<file path="src/rtl/nsc8_bus_pkg.sv">
// rtl/nsc8_bus_pkg.sv - shared constants, sizing helper and occupancy type for the bus receiver
package nsc8_bus_pkg;

    localparam int BUS_W_DEFAULT = 4;

    typedef enum logic [1:0] {
        OCC_EMPTY,
        OCC_PARTIAL,
        OCC_FULL
    } occupancy_t;

    // Address bits needed to index a DEPTH-entry FIFO
    function automatic int clog2_depth(input int depth);
        int r;
        r = 0;
        for (int i = 0; i < 31; i++) begin
            if ((1 << i) < depth) begin
                r = i + 1;
            end
        end
        return r;
    endfunction

endpackage

</file>
<file path="src/rtl/n_bus_receiver_if.sv">
// rtl/n_bus_receiver_if.sv - bus-side and consumer-side signals of the receiver; BUS_RX_PARITY_EN adds parity
interface n_bus_receiver_if
    import nsc8_bus_pkg::*;
#(
    parameter int N     = BUS_W_DEFAULT,
    parameter int DEPTH = 2
);
    logic                          load_bit;
    logic [N-1:0]                  bus_data;
    logic [N-1:0]                  out_data;
    logic                          out_valid;
    logic                          out_ready;
    logic [clog2_depth(DEPTH):0]   count;
    logic                          full;
    logic                          empty;
    logic                          overflow;
`ifdef BUS_RX_PARITY_EN
    logic                          bus_parity;
    logic                          parity_err;

    modport slave (
        input  load_bit, bus_data, bus_parity, out_ready,
        output out_data, out_valid, count, full, empty, overflow, parity_err
    );
    modport master (
        output load_bit, bus_data, bus_parity, out_ready,
        input  out_data, out_valid, count, full, empty, overflow, parity_err
    );
`else
    modport slave (
        input  load_bit, bus_data, out_ready,
        output out_data, out_valid, count, full, empty, overflow
    );
    modport master (
        output load_bit, bus_data, out_ready,
        input  out_data, out_valid, count, full, empty, overflow
    );
`endif
endinterface

</file>
<file path="src/rtl/n_bus_fifo_mem.sv">
// rtl/n_bus_fifo_mem.sv - DEPTH x N register array, synchronous write, asynchronous read
module n_bus_fifo_mem #(
    parameter int N     = 4,
    parameter int DEPTH = 2,
    parameter int AW    = 1
) (
    input  logic          clk,
    input  logic          wr_en,
    input  logic [AW-1:0] wr_addr,
    input  logic [N-1:0]  wr_data,
    input  logic [AW-1:0] rd_addr,
    output logic [N-1:0]  rd_data
);
    logic [N-1:0] mem [DEPTH];

    always_ff @(posedge clk) begin
        if (wr_en) begin
            mem[wr_addr] <= wr_data;
        end
    end

    assign rd_data = mem[rd_addr];

endmodule

</file>
<file path="src/rtl/n_bus_receiver.sv">
// rtl/n_bus_receiver.sv - bus sampling FIFO with valid/ready output; BUS_RX_PARITY_EN enables parity check
module n_bus_receiver
    import nsc8_bus_pkg::*;
#(
    parameter int N     = BUS_W_DEFAULT,
    parameter int DEPTH = 2
) (
    input  logic          clk,
    input  logic          reset,
    n_bus_receiver_if.slave bus
);
    localparam int AW = clog2_depth(DEPTH);
    localparam int CW = AW + 1;

    logic [AW-1:0] wr_ptr;
    logic [AW-1:0] rd_ptr;
    logic [CW-1:0] cnt;
    logic          ovf;
    logic [N-1:0]  rd_data;
    occupancy_t    occ;
    logic          full;
    logic          empty;
    logic          load_good;
    logic          push;
    logic          pop;

    always_comb begin
        occ = OCC_PARTIAL;
        if (cnt == '0) begin
            occ = OCC_EMPTY;
        end else if (cnt == CW'(DEPTH)) begin
            occ = OCC_FULL;
        end
    end

    assign full  = (occ == OCC_FULL);
    assign empty = (occ == OCC_EMPTY);

`ifdef BUS_RX_PARITY_EN
    logic perr;
    logic parity_bad;

    // Even parity: data bits plus parity bit must XOR to zero
    assign parity_bad = ^{bus.bus_data, bus.bus_parity};
    assign load_good  = bus.load_bit & ~parity_bad;

    always_ff @(posedge clk) begin
        if (reset) begin
            perr <= 1'b0;
        end else if (bus.load_bit & parity_bad) begin
            perr <= 1'b1;
        end
    end

    assign bus.parity_err = perr;
`else
    assign load_good = bus.load_bit;
`endif

    // A pop on a full FIFO frees the slot the simultaneous push lands in
    assign pop  = ~empty & bus.out_ready;
    assign push = load_good & (~full | pop);

    always_ff @(posedge clk) begin
        if (reset) begin
            wr_ptr <= '0;
            rd_ptr <= '0;
            cnt    <= '0;
            ovf    <= 1'b0;
        end else begin
            if (push) begin
                wr_ptr <= wr_ptr + AW'(1);
            end
            if (pop) begin
                rd_ptr <= rd_ptr + AW'(1);
            end
            case ({push, pop})
                2'b10:   cnt <= cnt + CW'(1);
                2'b01:   cnt <= cnt - CW'(1);
                default: cnt <= cnt;
            endcase
            if (load_good & full & ~pop) begin
                ovf <= 1'b1;
            end
        end
    end

    n_bus_fifo_mem #(
        .N     (N),
        .DEPTH (DEPTH),
        .AW    (AW)
    ) u_mem (
        .clk     (clk),
        .wr_en   (push),
        .wr_addr (wr_ptr),
        .wr_data (bus.bus_data),
        .rd_addr (rd_ptr),
        .rd_data (rd_data)
    );

    assign bus.out_valid = ~empty;
    assign bus.out_data  = empty ? '0 : rd_data;
    assign bus.count     = cnt;
    assign bus.full      = full;
    assign bus.empty     = empty;
    assign bus.overflow  = ovf;

endmodule

</file>
<file path="src/flat_wrapper.sv">
// flat-port wrapper written by rule: the top's interface ports become plain ports
module n_bus_receiver_flat import nsc8_bus_pkg::*;
#(
    parameter int N     = BUS_W_DEFAULT,
    parameter int DEPTH = 2
)
  (clk, reset, bus_load_bit, bus_bus_data, bus_out_ready, bus_out_data, bus_out_valid, bus_count, bus_full, bus_empty, bus_overflow);
  n_bus_receiver_if #(.N(N), .DEPTH(DEPTH)) bus_i ();
  input  logic clk;
  input  logic reset;
  input wire logic [$bits(bus_i.load_bit)-1:0] bus_load_bit;
  input wire logic [$bits(bus_i.bus_data)-1:0] bus_bus_data;
  input wire logic [$bits(bus_i.out_ready)-1:0] bus_out_ready;
  output wire logic [$bits(bus_i.out_data)-1:0] bus_out_data;
  output wire logic [$bits(bus_i.out_valid)-1:0] bus_out_valid;
  output wire logic [$bits(bus_i.count)-1:0] bus_count;
  output wire logic [$bits(bus_i.full)-1:0] bus_full;
  output wire logic [$bits(bus_i.empty)-1:0] bus_empty;
  output wire logic [$bits(bus_i.overflow)-1:0] bus_overflow;
  assign bus_i.load_bit = bus_load_bit;
  assign bus_i.bus_data = bus_bus_data;
  assign bus_i.out_ready = bus_out_ready;
  assign bus_out_data = bus_i.out_data;
  assign bus_out_valid = bus_i.out_valid;
  assign bus_count = bus_i.count;
  assign bus_full = bus_i.full;
  assign bus_empty = bus_i.empty;
  assign bus_overflow = bus_i.overflow;
  n_bus_receiver #(.N(N), .DEPTH(DEPTH)) u_core (.clk(clk), .reset(reset), .bus(bus_i));
endmodule
</file>
<file path="config.mk">
export PLATFORM = sky130hd
export DESIGN_NAME = n_bus_receiver_flat
export DESIGN_NICKNAME = d
export VERILOG_FILES = /design/src/rtl/nsc8_bus_pkg.sv /design/src/rtl/n_bus_receiver_if.sv /design/src/rtl/n_bus_fifo_mem.sv /design/src/rtl/n_bus_receiver.sv /design/src/flat_wrapper.sv
export SDC_FILE = /design/constraint.sdc
export NUM_CORES = 1
export LEC_CHECK = 0
export ABC_CLOCK_PERIOD_IN_PS = 1400
export CAP_MARGIN = 20
export CORE_MARGIN = 2
export CORE_UTILIZATION = 43
export DETAILED_ROUTE_END_ITERATION = 6
export PLACE_DENSITY = 0.75
export SYNTH_ARGS = -nofsm -noshare
export SYNTH_HDL_FRONTEND = slang
export SYNTH_SLANG_ARGS = --single-unit
</file>
<file path="constraint.sdc">
create_clock -name clk -period 1.4 [get_ports clk]
set_input_delay 0.28 -clock clk [delete_from_list [all_inputs] [get_ports clk]]
set_output_delay 0.28 -clock clk [all_outputs]
set_load 0.05 [all_outputs]
</file>
==> flow_summary.yaml <==
run_status:
  outcome: "finished, violations left"
  violated_checks: "setup timing"
global_route:
  grt_antenna_before_repair: 0
  grt_first_pass_wirelength_mm: 1.79
  globalRouteOverflowTotal: 0
  via_count_of_the_first_global_routing_pass: 418
  grt_util_all_layers_pct: 18.0
  grt_max_degree: 9
power_and_ir_drop:
  clock_power_share_pct: 22.0
  vdd_drop_max_mv: 0.619
  power.share.combinational_pct: 30.5
  total_switching_power_w: 0.000292
  internal_power_w: 0.000716
  p_sw_share_pct: 29.0
  sequentialPowerShare_pct: 47.5
  p_leak_nw: 0.384
  p_per_area_nw_per_um2: 1040
synthesis:
  post_synth_num_cell_types: 17
  synth-warning-count: 0
  syn_inst: 51
  mapped_area_sq_um: 579
  netlist.top_cell.by_area: "sky130_fd_sc_hd__edfxtp_1"
  syn-num-nets: 59
  ys_seq_area_share_pct: 62.2
  syn_area_per_cell_sq_um: 11.4
  biggest_area_contributors_in_the_synthesized_netlist: "sky130_fd_sc_hd__edfxtp_1 (41%), sky130_fd_sc_hd__dfxtp_1 (21%), sky130_fd_sc_hd__mux2i_1 (8.6%)"
  synth_seq_cells: 14
  synth.top_cell.area_share_pct: 41.5
cts:
  clock-sinks: 14
  post_cts_hold_buffer_count: 0
  clk_path_buf_depth: 2
  clk_pin_slew_ns: 0.08
  tritoncts: "done"
  htree_num_levels: 1
  numCtsBuffers: 3
  clkLatencyLatePin_ns: 0.27
  clk_root_buffer_cell: "sky130_fd_sc_hd__clkbuf_4"
timing:
  fin_worst_skew_ns: 0.00116
  setup_repair_after_global_routing_missed_its_margin: "yes"
  setup_viol_count_final: 1
  tightest_slew_ns: 0.243
  hold_violations: 0
  max_slew_vio_count: 0
  setup_slack_ns: -0.000944
  timing.final.crit_period_ns: 1.40
  achievable-frequency_ghz: 0.714
  period_share_pct: 100
  hold-worst-slack_ns: 0.521
  totalNegativeSetupSlack_ns: -0.000944
  slew_hr_pct: 83.6
final_layout:
  final_common_cell: "sky130_fd_sc_hd__buf_12"
  area_delta_synth_final_pct: 67.8
  layout.filler_cells: 92
  most_frequent_cells_in_the_layout: "sky130_fd_sc_hd__buf_12 (10), sky130_fd_sc_hd__nor2_1 (8), sky130_fd_sc_hd__edfxtp_1 (8), sky130_fd_sc_hd__clkdlybuf4s50_1 (7), sky130_fd_sc_hd__buf_4 (7)"
  nNetsFinal: 87
  insertedDiodeCount: 0
  finish.instance_area_sq_um: 972
  fin_util_pct: 75.7
  drive_above_1_share_pct: 42.3
setup_path:
  critPathRequiredTime_ns: 1.12
  worst_setup_path_start_kind: "flop"
  timing.setup.critical_path_class: "reg -> out"
  critical_path_sink_type: "output pin"
  critical_path.max_fanout: 6
  cp.arrival_ns: 1.12
drt:
  first_pass_detailed_route_iteration_total: 4
  via_count: 447
  detail_route.iter0.violations: 8
  avgViaCountPerCell: 4.81
  drc: 0
  wl_mm: 1.08
  wl_per_cell_um: 11.6
  ant_nets: 0
placement:
  dpl_worst_slack_ns: -0.0552
  place.detailed.hpwl_um: 777
  gp_congestion: 0.732
  io_buffers: 17
  placed_area_sq_um: 922
floorplan:
  num_rows: 13
  floorplan.die_area_sq_um: 1660
  coreArea_sq_um: 1280
  io_pins: 18
  die_height_um: 40.7
  die-width_um: 40.7
  start_util_pct: 45.1
worst_hold_path:
  hp-class: "reg -> reg"
job:
  maxCapViolations: 0
==> critical path, stage by stage, from the launching register on <==
cell,delay [ns]
sky130_fd_sc_hd__dfxtp_4,0.37
sky130_fd_sc_hd__nor2_4,0.24
sky130_fd_sc_hd__nor2_2,0.09
sky130_fd_sc_hd__buf_12,0.15
==> per-layer routing <==
layer	part of all wire (%)	vias to the layer above	global-route usage, %
met3	5.9	2	3.80
met4	1.0	0	12.5
met2	51	16	29.8
li1	-	228	-
met5	0	-	0
met1	42	201	20.4
==> registers in the layout, indices dropped and copies added, names as in the netlist, named ones only <==
signal / cells
u_core.u_mem.mem: 8
u_core.rd_ptr: 1
u_core.wr_ptr: 1
u_core.bus.overflow: 1
u_core.bus.count: 2
==> final cells by class <==
class | count | area [sq um] | area share, %
well taps | 15 | 18.8 | 1.93
flip-flops and latches | 14 | 372 | 38.2
clock buffers | 3 | 22.5 | 2.32
repair buffers | 24 | 323 | 33.2
inverters | 3 | 11.3 | 1.16
clock inverters | 1 | 3.75 | 0.386
multi-input cells | 33 | 221 | 22.8
==> power groups by stage <==
stage | clock network (W) | logic, W | registers [W]
after floorplan | 0 | 0.000139 | 0.000500
after global placement | 0 | 0.000291 | 0.000496
after detailed placement | 0 | 0.000293 | 0.000497
after CTS | 0.000221 | 0.000306 | 0.000479
after global routing | 0.000236 | 0.000325 | 0.000484
final | 0.000222 | 0.000308 | 0.000479
==> cells in the mapped netlist <==
cell	count
sky130_fd_sc_hd__o21ai_0	1
sky130_fd_sc_hd__o21a_1	1
sky130_fd_sc_hd__nand2_1	1
sky130_fd_sc_hd__xor2_1	2
sky130_fd_sc_hd__and2b_1	1
sky130_fd_sc_hd__edfxtp_1	8
sky130_fd_sc_hd__o21ai_2	1
sky130_fd_sc_hd__a21oi_1	4
sky130_fd_sc_hd__mux2_4	1
sky130_fd_sc_hd__nand2b_2	1
sky130_fd_sc_hd__clkbuf_1	1
sky130_fd_sc_hd__nor2_1	13
sky130_fd_sc_hd__dfxtp_1	6
sky130_fd_sc_hd__nor3_1	1
sky130_fd_sc_hd__mux2i_1	5
sky130_fd_sc_hd__inv_1	3
sky130_fd_sc_hd__nand2b_1	1
==> final timing paths <==
check / start / cells past startpoint / slack, ns / endpoint
worst max-delay path: u_core.bus.count[0] / 3 / -0.0009 / bus_out_data[2]
worst max register to register: u_core.bus.count[0] / 4 / 0.23 / u_core.u_mem.mem[0][1]
worst min-delay path: u_core.rd_ptr / 2 / 0.52 / flop
worst min register to register: u_core.rd_ptr / 2 / 0.52 / flop
==> what timing repair did <==
action / in CTS / in global routing
endpoints found under the hold margin: 0 / 0
pin swaps: 1 / 1
endpoints found under the setup margin: 6 / 6
buffers inserted: 2 / 0
gates resized for setup: 5 / 1
==> cell families (layout without fill, tap and decap cells) <==
logic type | count (synthesis) | in the layout | share of synthesized area (%)
and+or+nand+nor | 18 | 18 | 13.8
DFF | 14 | 14 | 62.2
AOI/OAI and AO/OA | 7 | 7 | 7.13
muxes | 6 | 6 | 11.2
buffers and inverters | 4 | 31 | 2.59
xor gates and xnor gates | 2 | 2 | 3.02
==> stage by stage <==
stage                     power (W)  instances
after global placement     0.000787         87
final                       0.00101         93
after CTS                   0.00101         93
after floorplan            0.000640         51
after global routing        0.00105         93
after detailed placement   0.000789         87
No activity file was read; power rests on OpenSTA's default activity.
